File: config.mk
export PLATFORM = sky130hd
export DESIGN_NAME = osc_clk_seq_flat
export DESIGN_NICKNAME = d
export VERILOG_FILES = /design/src/rtl/osc_clk_seq_if.sv /design/src/rtl/osc_clk_seq.sv /design/src/flat_wrapper.sv
export SDC_FILE = /design/constraint.sdc
export NUM_CORES = 1
export LEC_CHECK = 0
export CORE_MARGIN = 4
export CORE_UTILIZATION = 40
export CTS_BUF_LIST = sky130_fd_sc_hd__clkbuf_4 sky130_fd_sc_hd__clkbuf_8
export DETAILED_ROUTE_END_ITERATION = 6
export GPL_TIMING_DRIVEN = 0
export HOLD_SLACK_MARGIN = 0.1
export SLEW_MARGIN = 20
export SYNTH_ARGS = -nofsm -noshare
export SYNTH_HDL_FRONTEND = slang
export SYNTH_SLANG_ARGS = --single-unit
File: constraint.sdc
create_clock -name clk -period 3 [get_ports clk]
set_input_delay 0.3 -clock clk [delete_from_list [all_inputs] [get_ports clk]]
set_output_delay 0.3 -clock clk [all_outputs]
set_load 0.01 [all_outputs]
File: src/rtl/osc_clk_seq_if.sv
// Control/status bundle between a clock bring-up sequencer and its controller.
// The master drives requests and the raw lock input; the slave reports CCC status.
interface osc_clk_seq_if;
   logic       start;
   logic       stop;
   logic       pll_lock;
   logic       ccc_en;
   logic       clk_ready;
   logic       fault;
   logic [2:0] state;
   logic [3:0] retry_cnt;

   modport master (
      output start, stop, pll_lock,
      input  ccc_en, clk_ready, fault, state, retry_cnt
   );

   modport slave (
      input  start, stop, pll_lock,
      output ccc_en, clk_ready, fault, state, retry_cnt
   );
endinterface

File: src/rtl/osc_clk_seq.sv
// Oscillator/CCC bring-up sequencer: settle, wait for lock with timeout, bounded
// retries through a power-down recovery gap, sticky fault after the last attempt.
module osc_clk_seq #(
   parameter int SETTLE_CYCLES = 1000,
   parameter int LOCK_TIMEOUT  = 4095,
   parameter int RETRY_MAX     = 3
) (
   input  logic         clk,
   input  logic         resetn,
   osc_clk_seq_if.slave bus
);

   typedef enum logic [2:0] {
      IDLE      = 3'd0,
      SETTLE    = 3'd1,
      WAIT_LOCK = 3'd2,
      LOCKED    = 3'd3,
      RECOVER   = 3'd4,
      FAULT     = 3'd5
   } state_t;

   localparam logic [15:0] SETTLE_LAST  = 16'(SETTLE_CYCLES - 1);
   localparam logic [15:0] TIMEOUT_LAST = 16'(LOCK_TIMEOUT - 1);
   localparam logic [15:0] RECOVER_LAST = 16'd15;
   localparam logic [3:0]  RETRY_LIM    = 4'(RETRY_MAX);

   state_t      state_q, state_d;
   logic [15:0] cnt_q, cnt_d;
   logic [3:0]  retry_q, retry_d;
   logic [1:0]  sync_q;
   logic        lock_s;
   logic        ccc_en_q, ready_q, fault_q;
   logic        ccc_en_d, ready_d, fault_d;

   // PLL_LOCK is asynchronous to clk; only the second stage is trusted
   always_ff @(posedge clk or negedge resetn) begin
      if (!resetn) sync_q <= 2'b00;
      else         sync_q <= {sync_q[0], bus.pll_lock};
   end
   assign lock_s = sync_q[1];

   always_ff @(posedge clk or negedge resetn) begin
      if (!resetn) begin
         state_q  <= IDLE;
         cnt_q    <= '0;
         retry_q  <= '0;
         ccc_en_q <= 1'b0;
         ready_q  <= 1'b0;
         fault_q  <= 1'b0;
      end else begin
         state_q  <= state_d;
         cnt_q    <= cnt_d;
         retry_q  <= retry_d;
         ccc_en_q <= ccc_en_d;
         ready_q  <= ready_d;
         fault_q  <= fault_d;
      end
   end

   always_comb begin
      state_d = state_q;
      cnt_d   = cnt_q;
      retry_d = retry_q;
      if (state_q > FAULT) begin
         state_d = IDLE;
         cnt_d   = '0;
      end else if (bus.stop) begin
         state_d = IDLE;
         cnt_d   = '0;
      end else if (bus.start) begin
         state_d = SETTLE;
         cnt_d   = '0;
         retry_d = '0;
      end else begin
         unique case (state_q)
            SETTLE: begin
               if (cnt_q == SETTLE_LAST) begin
                  state_d = WAIT_LOCK;
                  cnt_d   = '0;
               end else cnt_d = cnt_q + 16'd1;
            end
            WAIT_LOCK: begin
               // lock is checked first so it wins a tie with the timeout
               if (lock_s) begin
                  state_d = LOCKED;
                  cnt_d   = '0;
               end else if (cnt_q == TIMEOUT_LAST) begin
                  cnt_d = '0;
                  if (retry_q < RETRY_LIM) begin
                     retry_d = retry_q + 4'd1;
                     state_d = RECOVER;
                  end else state_d = FAULT;
               end else cnt_d = cnt_q + 16'd1;
            end
            LOCKED: begin
               if (!lock_s) begin
                  cnt_d = '0;
                  if (retry_q < RETRY_LIM) begin
                     retry_d = retry_q + 4'd1;
                     state_d = RECOVER;
                  end else state_d = FAULT;
               end
            end
            RECOVER: begin
               if (cnt_q == RECOVER_LAST) begin
                  state_d = WAIT_LOCK;
                  cnt_d   = '0;
               end else cnt_d = cnt_q + 16'd1;
            end
            default: ;
         endcase
      end
   end

   // status flags are a registered decode of the current state
   always_comb begin
      ccc_en_d = (state_q == WAIT_LOCK) || (state_q == LOCKED);
      ready_d  = (state_q == LOCKED);
      fault_d  = (state_q == FAULT);
   end

   assign bus.ccc_en    = ccc_en_q;
   assign bus.clk_ready = ready_q;
   assign bus.fault     = fault_q;
   assign bus.state     = state_q;
   assign bus.retry_cnt = retry_q;

endmodule

File: src/flat_wrapper.sv
// flat-port wrapper written by rule: the top's interface ports become plain ports
module osc_clk_seq_flat 
#(
   parameter int SETTLE_CYCLES = 1000,
   parameter int LOCK_TIMEOUT  = 4095,
   parameter int RETRY_MAX     = 3
)
  (clk, resetn, bus_start, bus_stop, bus_pll_lock, bus_ccc_en, bus_clk_ready, bus_fault, bus_state, bus_retry_cnt);
  osc_clk_seq_if bus_i ();
  input  logic clk;
  input  logic resetn;
  input wire logic [$bits(bus_i.start)-1:0] bus_start;
  input wire logic [$bits(bus_i.stop)-1:0] bus_stop;
  input wire logic [$bits(bus_i.pll_lock)-1:0] bus_pll_lock;
  output wire logic [$bits(bus_i.ccc_en)-1:0] bus_ccc_en;
  output wire logic [$bits(bus_i.clk_ready)-1:0] bus_clk_ready;
  output wire logic [$bits(bus_i.fault)-1:0] bus_fault;
  output wire logic [$bits(bus_i.state)-1:0] bus_state;
  output wire logic [$bits(bus_i.retry_cnt)-1:0] bus_retry_cnt;
  assign bus_i.start = bus_start;
  assign bus_i.stop = bus_stop;
  assign bus_i.pll_lock = bus_pll_lock;
  assign bus_ccc_en = bus_i.ccc_en;
  assign bus_clk_ready = bus_i.clk_ready;
  assign bus_fault = bus_i.fault;
  assign bus_state = bus_i.state;
  assign bus_retry_cnt = bus_i.retry_cnt;
  osc_clk_seq #(.SETTLE_CYCLES(SETTLE_CYCLES), .LOCK_TIMEOUT(LOCK_TIMEOUT), .RETRY_MAX(RETRY_MAX)) u_core (.clk(clk), .resetn(resetn), .bus(bus_i));
endmodule
Word-level counts from Yosys, hierarchy flattened
Cells that the tools add are included.
- add/subtract/negate cells: 2
- $lt $le $gt $ge: 2
- equality and inequality tests: 15
- multiplexer cells: 25
- bitwise gates (word level): 2
- reductions and logical operators: 6
- operators by type and width (operator ; count):
    16-bit 2-to-1 mux ; 8
    16-bit case mux with 4 select lines ; 1
    3-bit 2-to-1 mux ; 8
    4-bit 2-to-1 mux ; 5
    16-bit by 1-bit adder with 16-bit output (second input constant) ; 1
    16-bit by 10-bit equality test with 1-bit output (second input constant) ; 1
    16-bit by 12-bit equality test with 1-bit output (second input constant) ; 1
    16-bit by 4-bit equality test with 1-bit output (second input constant) ; 1
    3-bit case mux with 4 select lines ; 1
    5-bit by 3-bit inequality test with 1-bit output (second input constant) ; 2
    4-bit case mux with 2 select lines ; 1
    7-bit nonzero test ; 1
    3-bit by 2-bit equality test with 1-bit output (second input constant) ; 2
    3-bit equality test (second input constant) ; 2
    3-bit inequality test (second input constant) ; 2
    6-bit by 3-bit inequality test with 1-bit output (second input constant) ; 1
    6-bit AND reduction ; 1
    5-bit inequality test (second input constant) ; 1
    5-bit AND reduction ; 1
    4-bit by 1-bit adder with 4-bit output (second input constant) ; 1
    4-bit by 2-bit less-than comparator with 1-bit output (second input constant) ; 1
    3-bit by 1-bit equality test with 1-bit output (second input constant) ; 1
    3-bit > comparator (second input constant) ; 1
    3-bit by 2-bit inequality test with 1-bit output (second input constant) ; 1
    other kinds (5) ; 6
- flip-flop bits (word level): 28
- input bits: 5
- output and inout port bits: 10
- logic and storage cells: 59

Logic depth before layout (Yosys ltp)
Gate-level depths: netlist of run 1.
- depth in word-level cells: 8
- gate-level depth with buffers: 8
- mapped depth without buffers: 7

Worst setup path before layout of run 1
No wires, ideal clock.
- path kind: register to register
- start: reg u_core.cnt_q[13]
- end: reg u_core.state_q[2], in the netlist u_core.bus.state[2]
- library setup time: 0.122 ns
- arrival: 2.061 ns
- data required time: 2.878 ns
- path slack: 0.818 ns
- stages on the path, launching flop included: 7
- path buffers: 1
- period minus slack after synthesis: 2.182 ns
- path through: dfrtp_1 -> or4_4 -> o41ai_4 -> o221ai_2 -> buf_6 -> a21o_1 -> a32o_1
- word-level cells in the longest chain between the ends: 3
- elaborated cells on any way between the ends: 7
- those cells by class: eq/ne: 6; reduce/logical: 1
- RTL lines (element ; line ; source):
    start: declaration ; osc_clk_seq.sv:28 ; logic [15:0] cnt_q, cnt_d;
    start signal: assignment ; osc_clk_seq.sv:52 ; cnt_q <= cnt_d;
    16-bit by 12-bit equality test with 1-bit output (tied with other cells) ; osc_clk_seq.sv:87 ; end else if (cnt_q == TIMEOUT_LAST) begin
    6-bit by 3-bit inequality test with 1-bit output (no source line) or 5-bit by 3-bit inequality test with 1-bit output (tied branches) ; - ;
    5-bit AND reduction (no source line) (*) ; - ;
    end signal: assignment ; osc_clk_seq.sv:51 ; state_q <= state_d;
    end: declaration ; osc_clk_seq.sv:27 ; state_t state_q, state_d;
Mark *: on every way between the ends. The rest lies on a longest branch, timed or not.
A chain may end at the register's enable or synchronous reset.

Worst setup path in the final report of run 1
- start: reg u_core.state_q[1], in the netlist u_core.bus.state[1]
- end: reg u_core.cnt_q[2]
- word-level cells in the longest chain between the ends: 5
- elaborated cells on any way between the ends: 12
- those cells by class: order compare: 1; eq/ne: 5; mux: 4; reduce/logical: 2
- RTL lines (element ; line ; source):
    3-bit equality test (tied with other cells) ; osc_clk_seq.sv:75 ; unique case (state_q)
    16-bit case mux with 4 select lines ; osc_clk_seq.sv:75 ;
    16-bit 2-to-1 mux ; osc_clk_seq.sv:70 ; end else if (bus.start) begin
    16-bit 2-to-1 mux ; osc_clk_seq.sv:67 ; end else if (bus.stop) begin
    16-bit 2-to-1 mux ; osc_clk_seq.sv:64 ; if (state_q > FAULT) begin
Several ways; a longest one is shown, not always the timed one.

==> results of run 1 <==
-- cell usage in the layout (no fill, tap or decap), drive strengths merged, types with 2 or more instances in the layout --
master,instances
a21boi,2
a21o,3
a21oi,5
a22o,4
a31o,4
a31oi,7
and2,5
and3,6
and4,2
buf,3
clkbuf,10
clkdlybuf4s50,13
dfrtp,28
ha,3
inv,7
mux2i,4
nand2,16
nand2b,2
nand3,11
nand4,9
nand4b,2
nor2,11
nor3,4
nor4,2
nor4b,2
o21ai,6
o22ai,2
o41ai,2
-- worst max-delay path: stages (launching register included) --
cell      delay (ns)
dfrtp_1         0.50
clkbuf_1        0.39
nand3b_1        0.14
a311oi_2        0.68
clkbuf_1        0.46
a31oi_1         0.08
o22ai_1         0.16
-- cells in the mapped netlist (2+ instances only) --
master and instances:
inv_1 7, a22o_1 4, and4_1 2, mux2i_1 4, nor4b_1 2, nand2_1 16, nor3_1 4, o21ai_0 2
nor2_1 11, a21boi_0 2, a31o_1 4, o21ai_1 4, a21o_1 3, nand4b_1 2, a21oi_1 5, nor4_1 2
a31oi_1 7, and3_1 6, dfrtp_1 28, o22ai_1 2, nand3_1 11, nand4_1 9, ha_1 3, nand2b_1 2
and2_1 5, clkbuf_1 7
-- area by class of cell --
cell class	count	area [sq um]
inverters	7	26.3
repair buffers	15	145
clock buffers	3	41.3
plain buffers	9	42.5
clock inverters	1	30.0
flip-flops and latches	28	701
well taps	50	62.6
fillers	401	2070
multi-input cells	135	913
-- where the power goes --
group	total [mW]	switching [mW]	leakage (nW)	internal (mW)
clock	0.305	0.126	0.0357	0.179
combinational	0.187	0.106	0.402	0.0817
sequential	0.413	0.0188	0.383	0.394
-- cells by family after synthesis --
family | Yosys count | share of synthesized area, %
AOI/OAI and AO/OA | 47 | 22.6
muxes | 4 | 2.38
adders and majority gates | 3 | 2.23
and+or+nand+nor | 80 | 26.5
buffers and inverters | 16 | 4.09
DFF | 28 | 41.6
xor gates and xnor gates | 1 | 0.521
-- metrics by stage --
stage                     power (mW)  instance area (sq um)
final                          0.905                   1960
after global routing           0.947                   1960
after CTS                      0.914                   1960
after detailed placement       0.605                   1880
after global placement         0.599                   1890
after floorplan                0.530                   1680
-- layer usage --
layer	wire [microns]	GRT usage, %	vias to the layer above
li1	-	-	723
met1	1960	23.4	767
met2	2050	27.2	46
met3	153	2.48	2
met4	22	3.69	0
met5	0	0	-
-- registers in the layout, summed over array words and instances (netlist names) --
name                  flops
u_core.bus.clk_ready      1
u_core.bus.ccc_en         1
u_core.bus.state          3
u_core.bus.retry_cnt      4
u_core.sync_q             2
u_core.bus.fault          1
u_core.cnt_q             16
-- worst min-delay path by stage --
stage,start,end,slack [ns],cells after the start
after detailed placement,u_core.sync_q[0],u_core.sync_q[1],0.35,0
after floorplan,resetn,u_core.bus.ccc_en,0.004,0
after CTS,u_core.sync_q[0],u_core.sync_q[1],0.37,0
final,u_core.sync_q[0],u_core.sync_q[1],0.37,0
after global placement,u_core.sync_q[0],u_core.sync_q[1],0.34,0
after global routing,u_core.sync_q[0],u_core.sync_q[1],0.37,0
-- what timing repair did --
| action | 4_1_cts | 5_1_grt |
|---|---|---|
| endpoints found under the setup margin | 0 | 0 |
| hold buffers | 1 | 0 |
| endpoints found under the hold margin | 28 | 0 |
==> reports/results.ini, run 1 <==
[floorplanning]
core_sq_mm=0.00403
design.die.area_sq_mm=0.00531
die-width_microns=72.9
ios=15
rows=23
initial_core_util_pct=41.8
fp.dieH_microns=72.9

[job]
drv_cap=0

[logic_synthesis]
synth_top_area_share_pct=41.6
synth.area.top_cells=dfrtp_1 (42%), nand2_1 (3.6%), nand4_1 (3.3%)
syn_area_sq_mm=0.00168
syn_nets=187
ys_warn_count=0
netlist_instances=179
synth-seq-cells=28
synth_top_cell_by_area=dfrtp_1
avgSynthCellArea_sq_um=9.40
synth-main-ff-cell=dfrtp_1
synth.yosys.seq_area_share_pct=41.6
synth_enable_flop_cells=0
ys_async_sr_fraction_pct=100
synth_cell_types=51

[global_routing]
antenna_found_initial=0
grt-ovfl-total=0
grt_pass1_wl_microns=7000
grt_pass1_vias=1434
grt_max_degree=29
track_usage_pct=16.6

[worst_setup_path]
crit_start=u_core.bus.state[1]
worstReg2RegStart=u_core.bus.state[1]
path_max_fanout=10
critical_path.endpoint=u_core.cnt_q[2]
r2r_cells=6
worstPathRequired_ns=3.20
worstPathArrival_ns=2.69
critical_path_class=reg2reg
reg2reg_slack_ns=0.51
crit_path_start_kind=register
cp-end-kind=register
r2r-end=u_core.cnt_q[2]

[clock_tree]
numCtsBuffers=3
cts_resized=0
htreeDepth=1
clk_latency_ns=0.28
clkSlewWorstSetupHoldPaths_ns=0.10
cts_buffer_depth=2
cts.sinks=28
cts_root_buf=clkbuf_8
cts_tree=built
post_cts_buffers=0

[placed_design]
pre_cts_ws_ns=0.402
dp_hpwl_microns=3000
gp_congestion=0.901
io_buffers=14
post-place-cells=243

[finish]
fin_util_pct=48.7
areaGrowthSynthToFinish_pct=16.6
post_route_cells_drive_above_1_share_pct=7.07
nNetsFinal=207
num_antenna_cells=0
fin_cells=248

[sta]
tightestPinTransition_ns=0.713
rsz0062_at_grt=no
drv_slew=0
fmax_ghz=0.402
final.setup_skew_ns=0.00444
setup_viol=0
setup_ws_ns=0.512
min_period_over_period_pct=82.9
maxSlewHeadroom_pct=52.5
tns_ns=0
fin_hold_ws_ns=0.368
hold_viol=0
min_period_ns=2.49

[route]
routedWlPerCell_microns=16.9
num_vias=1538
dr.pass1.iters=4
drt-total-wl_microns=4190
drc_errors=0
via_per_inst=6.20
postRouteAntennaNets=0
drt_iter0_drc=124

[power_and_ir_drop]
max-vdd-ir-drop_mv=0.190
powerDensity_mw_per_mm2=461
leakage_nw=0.821

[hold_path]
hp-class=reg2reg

[run_status]
status=finished clean

Note: power is estimated with default switching activity, not from simulation.
==> run 2: changes to the inputs <==
==> constraint.sdc (replaced) <==
create_clock -name clk -period 2.2 [get_ports clk]
set_input_delay 0.22 -clock clk [delete_from_list [all_inputs] [get_ports clk]]
set_output_delay 0.22 -clock clk [all_outputs]
set_load 0.01 [all_outputs]
==> run 2 against run 1 <==
  * Clock power grew 38%
  * Cell count is 2.8% higher
  * Clock skew rose by 0.0046 ns
  * Non-clock buffer count increased by 7
  * Largest power group unchanged
  * Highest routed layer unchanged
==> reports/results.ini, run 2 (synthesis results as in run 1) <==
[placed_design]
pre_cts_ws_ns=-0.318  ; -0.720 ns
dp_hpwl_microns=3000  ; unchanged
placed_area_sq_mm=0.00188  ; unchanged
post-place-cells=243  ; unchanged
gp_congestion=0.901  ; unchanged
io_buffers=14  ; unchanged

[clock_tree]
numCtsBuffers=3  ; unchanged
cts_root_buf=clkbuf_8
cts.sinks=28  ; unchanged
cts_buffer_depth=2  ; unchanged
clk_latency_ns=0.28  ; about the same
clkSlewWorstSetupHoldPaths_ns=0.11  ; about the same
cts_tree=built
htreeDepth=1  ; unchanged

[finish]
fin_cells=255  ; +2.8%
final_cell_mix=dfrtp_1 (25), nand2_1 (16), clkdlybuf4s50_1 (13), nor2_1 (11), nand3_1 (11)
num_antenna_cells=0  ; unchanged
nNetsFinal=214  ; +3.4%
largest_reg_flops=16  ; unchanged
post_route_cells_drive_above_1_share_pct=16.6  ; +9.5 points
regMostFlops=u_core.cnt_q
areaGrowthSynthToFinish_pct=23.9
final_common_cell=dfrtp_1
design_area_sq_mm=0.00209  ; +6.3%

[hold_path]
holdCritStartpoint=bus_pll_lock
hp-class=in2reg

[worst_setup_path]
crit_path_start_kind=register
worstPathArrival_ns=2.33  ; -0.36 ns
cp-end-kind=register
critical_path_class=reg2reg
worstReg2RegStart=u_core.cnt_q[13]
path_max_fanout=10  ; unchanged
crit_start=u_core.cnt_q[13]
worstPathRequired_ns=2.38  ; -0.82 ns

[floorplanning]
initial_core_util_pct=41.8  ; unchanged
core_sq_mm=0.00403  ; unchanged
rows=23  ; unchanged
design.die.area_sq_mm=0.00531  ; unchanged
ios=15  ; unchanged
fp.dieH_microns=72.9  ; unchanged
die-width_microns=72.9  ; unchanged

[power_and_ir_drop]
max-vdd-ir-drop_mv=0.267  ; +40%
sw_frac_of_total_pct=28.1  ; +0.41 points
internal_power_mw=0.913  ; +39%
leakage_nw=0.875  ; +6.6%
comb_power_share_pct=22.3  ; +1.6 points
power.share.clock_pct=33.2  ; -0.5 points
switchingPower_mw=0.357  ; +42%
powerDensity_mw_per_mm2=609  ; +32%
sequentialPowerShare_pct=44.5  ; -1.1 points

[sta]
min_period_ns=2.15  ; -0.336 ns
final.setup_skew_ns=0.00907  ; +0.00463 ns
tightestPinTransition_ns=0.640  ; -0.0729 ns
fmax_ghz=0.465  ; +16%
maxSlewHeadroom_pct=57.3  ; +4.9 points
rsz0062_at_grt=yes
hold_viol=0  ; unchanged
setup_ws_ns=0.0478  ; -0.464 ns
drv_slew=0  ; unchanged
min_period_over_period_pct=97.8  ; +15 points
setup_viol=0  ; unchanged

[route]
num_vias=1559  ; +1.4%
postRouteAntennaNets=0  ; unchanged
drt-total-wl_microns=4350  ; +3.9%
dr.pass1.iters=4  ; unchanged
drt_iter0_drc=140  ; +13%
routedWlPerCell_microns=17.1  ; +1.0%
drc_errors=0  ; unchanged
via_per_inst=6.11  ; -1.4%

[global_routing]
grt_pass1_vias=1445  ; +0.77%
grt_pass1_wl_microns=7150  ; +2.1%
antenna_found_initial=0  ; unchanged
track_usage_pct=17.0  ; +0.35 points
grt_max_degree=29  ; unchanged
grt-ovfl-total=0  ; unchanged

[job]
drv_cap=0  ; unchanged

[run_status]
status=finished clean

[run 2: cell count changes in the layout (fill, tap and decap cells not counted), sizes merged]
| cell | change |
|---|---|
| buf | +7 |
[run 2: per-stage QoR]
stage	total power, mW	util, %	TNS [ns]	hold slack, ns
after floorplan	0.723	-	0	-0.0756
after global placement	0.816	46.8	-4.12	0.335
after detailed placement	0.825	46.7	-4.48	0.287
after CTS	1.26	50.0	0	0.362
after global routing	1.32	51.8	-0.0410	0.351
final	1.27	51.8	0	0.359
[run 2: repair_timing]
item,CTS,global route
hold buffers,1,0
endpoints found under the setup margin,19,18
pin swaps,1,1
hold endpoints to repair,28,0
setup buffers,1,6
gates resized for setup,10,10
[run 2: path summary, 6_finish.rpt]
path	cells after the start	to	slack, ns
max in group asynchronous	2	u_core.cnt_q[0]	1.27
worst max register to register	6	u_core.bus.state[2]	0.05
worst max-delay path	6	u_core.bus.state[2]	0.05
min in group asynchronous	2	u_core.cnt_q[14]	0.48
worst min-delay path	1	u_core.sync_q[0]	0.36
worst min register to register	0	u_core.sync_q[1]	0.37
[run 2: power groups by stage]
stage	Clock (mW)	Sequential, mW	Combinational, mW
floorplan	0	0.578	0.146
global placement	0	0.570	0.247
detailed placement	0	0.572	0.253
CTS	0.427	0.562	0.268
global route	0.445	0.568	0.308
finish	0.421	0.565	0.283
[run 2: layout make-up]
class | count | area [sq um]
Tap cell | 50 | 62.6
Fill cell | 382 | 1940
Inverter | 7 | 26.3
Multi-Input combinational cell | 135 | 972
Sequential cell | 28 | 704
Clock buffer | 3 | 41.3
Buffer | 9 | 51.3
Clock inverter | 1 | 30.0
Timing Repair Buffer | 22 | 198
[run 2: metal layers]
layer | part of all wire [%] | GRT usage [%] | vias to the layer above
li1 | - | - | 741
met1 | 46 | 24.0 | 770
met2 | 49 | 27.7 | 41
met3 | 4.3 | 2.34 | 7
met4 | 1.2 | 3.69 | 0
met5 | 0 | 0 | -
[run 2: worst max-delay path, cell delays in order (launching register included)]
cell	delay [ns]
dfrtp_2	0.46
or4_4	0.56
o41ai_4	0.30
o221ai_4	0.16
buf_6	0.17
a21o_1	0.20
a32o_1	0.20
==> edit 1, RTL diff (config.mk and constraints of run 2) <==
Make the reset (`resetn`) synchronous in 2 clocked blocks. Comments in the files are not updated.
--- a/src/rtl/osc_clk_seq.sv
+++ b/src/rtl/osc_clk_seq.sv
@@ -35,3 +35,3 @@
    // PLL_LOCK is asynchronous to clk; only the second stage is trusted
-   always_ff @(posedge clk or negedge resetn) begin
+   always_ff @(posedge clk) begin
       if (!resetn) sync_q <= 2'b00;
@@ -41,3 +41,3 @@
 
-   always_ff @(posedge clk or negedge resetn) begin
+   always_ff @(posedge clk) begin
       if (!resetn) begin
Check against the original RTL: differs if resetn is asserted again (counterexample within 4 cycles, from zero or initial values and one cycle with resetn low); with resetn held inactive, the same outputs for 10 cycles.
==> edit 1 against run 2 <==
  * First-iteration DRC count decreased by 62%
  * Wire length decreased by 33%
  * Setup slack gained 0.077 ns
  * Final area shrank 21%
  * Sequential cell count stayed put
  * Via count down 25%
  * Clock skew about the same
  * Synthesized area is 17% lower
  * Critical path depth stayed put
  * Critical endpoint is now u_core.bus.retry_cnt[1]
Power is not compared: it rests on default switching activity, and its combinational part moved more than twofold at a synthesized area within 25%.
==> edit 1: results (changes against run 2) <==
metric;value;unit;change
run status;finished, final reports clean;;unchanged
Layout Nets;186;;was 214
GRT Util Overall;14.6;%;was 17.0%
crit path to;u_core.bus.retry_cnt[1];;was u_core.bus.state[2]
met3 GRT Util;2.02;%;was 2.34%
met2 Use GR;25.5;%;was 27.7%
CTS resizes;1;;was 10
Rel. slew slack;53.7;%;was 57.3%
root buf cell;clkbuf_4;;was clkbuf_8
Crit path max-delay family;simple AND/OR/NAND/NOR gates;;was compound AO/OA/AOI/OAI gates
share of cells above drive strength 1;10.2;%;was 16.6%
Final Skew;0.00887;ns;was 0.00907 ns
clock-pin slew on the worst setup and hold paths;0.15;ns;was 0.11 ns
CP max FO;4;;was 10
DR pass1 iterations;4;;unchanged
Worst path max stage delay;0.46;ns;was 0.56 ns
end of the worst hold path;u_core.sync_q[0];;unchanged
Syn. warnings;0;;unchanged
WL/cell;13.2;µm;was 17.1 µm
Max H-tree Level;1;;unchanged
Final Wtd Congestion;0.805;;was 0.901
Initial DRC Count;53;;was 140
initial antenna violation count;0;;unchanged
Fillers;328;;was 382
via/cell ratio;5.22;;was 6.11
commonest cells in the netlist;dfxtp_1, nor2_1, nand2_1;;was dfrtp_1, nand2_1, nand3_1, nor2_1, nand4_1
Async S/R FF share, synth;0;%;was 100%
Mapped Area;1390;µm²;was 1680 µm²
r2r setup slk;0.12;ns;was 0.05 ns
worst skew pair latency;0.33;ns;was 0.28 ns
f_max;0.482;GHz;was 0.465 GHz
Synth Net Count;167;;was 187
postcts setup bufs;0;;was 1
grt met1 use;17.2;%;was 24.0%
largest net degree at the start of global routing;17;;was 29
Inserted Clock Buffers;3;;unchanged
Detail Placement HPWL;2.18;mm;was 3.00 mm
worst setup path startpoint;u_core.bus.retry_cnt[0];;was u_core.cnt_q[13]
first-pass GRT wire length;4.98;mm;was 7.15 mm
ranking of synthesized cells by area;dfxtp_1, nor2_1, xnor2_1;;was dfrtp_1, nand2_1, nand4_1
arrival time at the worst endpoint;2.36;ns;was 2.33 ns
Placement Setup Slack;0.00379;ns;was -0.318 ns
predominant post-synthesis flop cell;dfxtp_1;;was dfrtp_1
CP max-delay cell;or4_1;;was or4_4
sequential-to-total area share from yosys stat;40.3;%;was 41.6%
hold path depth;2;;was 1
ant diodes;0;;unchanged
vias in the first global route;1168;;was 1,445
Synth cell types;41;;was 51
==> edit 1: cell count changes after synthesis, moves of 5 or more <==
| cell | before | now |
|---|---|---|
| xnor2_1 | 1 | 8 |
| nand2_1 | 16 | 11 |
| nor2_1 | 11 | 23 |
| xor2_1 | 0 | 6 |
| clkbuf_1 | 7 | 0 |
| dfxtp_1 | 0 | 28 |
| dfrtp_1 | 28 | 0 |
| buf_4 | 0 | 6 |
==> edit 1: report_power, final <==
part,total [W],switching (W),internal (W)
logic,0.0000489,0.0000277,0.0000212
clock network,0.000339,0.000154,0.000184
registers,0.000513,0.00000219,0.000511
total,0.000901,0.000184,0.000717
==> edit 1: per-stage QoR <==
stage	cells	cell area, µm²	hold WS [ns]
after CTS	223	1650	0.430
after floorplan	159	1390	0.342
final	223	1660	0.438
after detailed placement	219	1590	0.437
after global routing	223	1660	0.438
after global placement	219	1590	0.427
==> edit 1: metal layers <==
metal / vias to the layer above / part of all wire [%]
met2: 18 / 47
met1: 540 / 48
met5: - / 0
met4: 0 / 1.8
met3: 4 / 3.1
li1: 603 / -
==> edit 1: layout make-up <==
class / count / share of cell area (%)
Buffer: 7 / 3.02
Clock buffer: 3 / 1.36
Clock inverter: 1 / 1.81
Inverter: 5 / 1.13
Multi-Input combinational cell: 119 / 46.9
Sequential cell: 28 / 33.9
Tap cell: 46 / 3.48
Timing Repair Buffer: 14 / 8.47
==> edit 1: cells by family (layout without fill, tap and decap cells) <==
logic type | after synthesis | count (layout) | synth area share, %
flops | 28 | 28 | 40.3
buf+inv | 12 | 30 | 4.95
fa+ha+maj | 3 | 3 | 2.70
compound gates | 23 | 23 | 11.2
simple gates | 79 | 79 | 32.1
xor+xnor | 14 | 14 | 8.81
==> edit 2, RTL diff (config.mk and constraints of run 2) <==
Without the edit above. `SETTLE_CYCLES` is set to 1000 in 2 places; all go to 500.
--- a/src/rtl/osc_clk_seq.sv
+++ b/src/rtl/osc_clk_seq.sv
@@ -3,3 +3,3 @@
 module osc_clk_seq #(
-   parameter int SETTLE_CYCLES = 1000,
+   parameter int SETTLE_CYCLES = 500,
    parameter int LOCK_TIMEOUT  = 4095,
--- a/src/flat_wrapper.sv
+++ b/src/flat_wrapper.sv
@@ -3,3 +3,3 @@
 #(
-   parameter int SETTLE_CYCLES = 1000,
+   parameter int SETTLE_CYCLES = 500,
    parameter int LOCK_TIMEOUT  = 4095,
Behaviour: no difference found for any inputs over 10 cycles, from zero or initial values and one cycle with resetn low; that may be too few to reach the edited logic, so the function may still have changed.
==> edit 2 against run 2 <==
  * The flow now finishes with violations (setup timing)
  * Sequential share of layout area rose by 0.52 points
  * Die area fell by 4.9%
  * Total power decreased by 8.7%
  * Setup slack lost 0.078 ns
  * Via count decreased by 14%
  * Clock power fell by 26%
  * Highest routed layer unchanged
  * Sequential cell count did not move
  * Largest power group unchanged
  * Final area fell by 2.0%
  * Critical endpoint unchanged
  * Core utilization up 2.8 points
  * Non-clock buffer count increased by 4
  * Fmax is 3.5% lower
  * Synthesized area fell by 5.5%
  * Wire length shrank 17%
==> edit 2: results (changes against run 2) <==
metric;value;unit;change
run status;complete, but fails checks;;was finished, final reports clean
failing checks;setup timing;;
via/cell ratio;5.61;;was 6.11
xor/xnor share of the synthesized area;2.75;%;was 0.520%
share of cells above drive strength 1;23.7;%;was 16.6%
first-pass GRT wire length;6.10;mm;was 7.15 mm
arrival time at the worst endpoint;2.39;ns;was 2.33 ns
ranking of synthesized cells by area;dfrtp_1, nand3_1, o31ai_1;;was dfrtp_1, nand2_1, nand4_1
WL met1;1.58;mm;was 1.99 mm
slack of the critical path;-0.0297;ns;was 0.0478 ns
Gate power share;24.1;%;was 22.3%
Synth Area in Compound Gates;16.8;%;was 22.6%
met2 Use GR;25.1;%;was 27.7%
Leakage Power;0.861;nW;was 0.875 nW
commonest cells in the netlist;dfrtp_1, nand2_1, nand3_1, nor2_1, o31ai_1;;was dfrtp_1, nand2_1, nand3_1, nor2_1, nand4_1
Post-DP Area;1790;µm²;was 1880 µm²
sequential power share;48.9;%;was 44.5%
Sw Ratio;27.0;%;was 28.1%
post-route setup TNS;-0.0599;ns;was 0 ns
Detail Placement HPWL;2.44;mm;was 3.00 mm
final setup vio count;3;;was 0
Flop+latch power;0.000567;W;was 0.000565 W
vias in the first global route;1305;;was 1,445
met3 wire length;151;µm;was 189 µm
drt total wl;3.63;mm;was 4.35 mm
Post-Synth Adder-Cell Area;2.36;%;was 2.23%
clock-pin slew on the worst setup and hold paths;0.09;ns;was 0.11 ns
==> edit 2: cell count changes after synthesis, moves of 4 or more <==
cell	run 2	this run
nand4_1	9	2
nand2_1	16	10
xor2_1	0	4
clkbuf_1	7	0
a31o_1	4	0
o31ai_1	1	6
a2bb2oi_1	0	5
and3_1	6	2
a22o_1	4	0
a31oi_1	7	0
==> edit 2: layout make-up <==
| type | instances | area (µm²) |
|---|---|---|
| buffer | 4 | 35.0 |
| clock buffer | 4 | 55.1 |
| fill | 345 | 1700 |
| inverter | 5 | 18.8 |
| multi-input combinational | 118 | 908 |
| sequential | 28 | 701 |
| tap | 48 | 60.1 |
| timing repair buffer | 31 | 265 |
==> edit 2: repair_timing <==
item | CTS | global route
gates resized for setup | 5 | 9
pin swaps | 3 | 4
hold buffers | 1 | 0
endpoints found under the hold margin | 28 | 0
endpoints found under the setup margin | 13 | 20
buffers inserted | 10 | 6
==> edit 2: worst max-delay path, stage by stage, from the launching register on <==
cell and delay, ns:
dfrtp_1 0.40, or4_4 0.60, nor4_4 0.33, o21ai_1 0.15, nor3_4 0.31, mux2_4 0.33
==> edit 2: final timing paths <==
| kind | startpoint | end | slack [ns] | cells past startpoint |
|---|---|---|---|---|
| min in group asynchronous | resetn | u_core.cnt_q[3] | 0.49 | 2 |
| min | u_core.sync_q[0] | u_core.sync_q[1] | 0.37 | 0 |
| max | u_core.cnt_q[12] | u_core.bus.state[2] | -0.03 | 5 |
| min reg2reg | u_core.sync_q[0] | u_core.sync_q[1] | 0.37 | 0 |
| max in group asynchronous | resetn | u_core.bus.retry_cnt[3] | 1.30 | 2 |
| max reg2reg | u_core.cnt_q[12] | u_core.bus.state[2] | -0.03 | 5 |
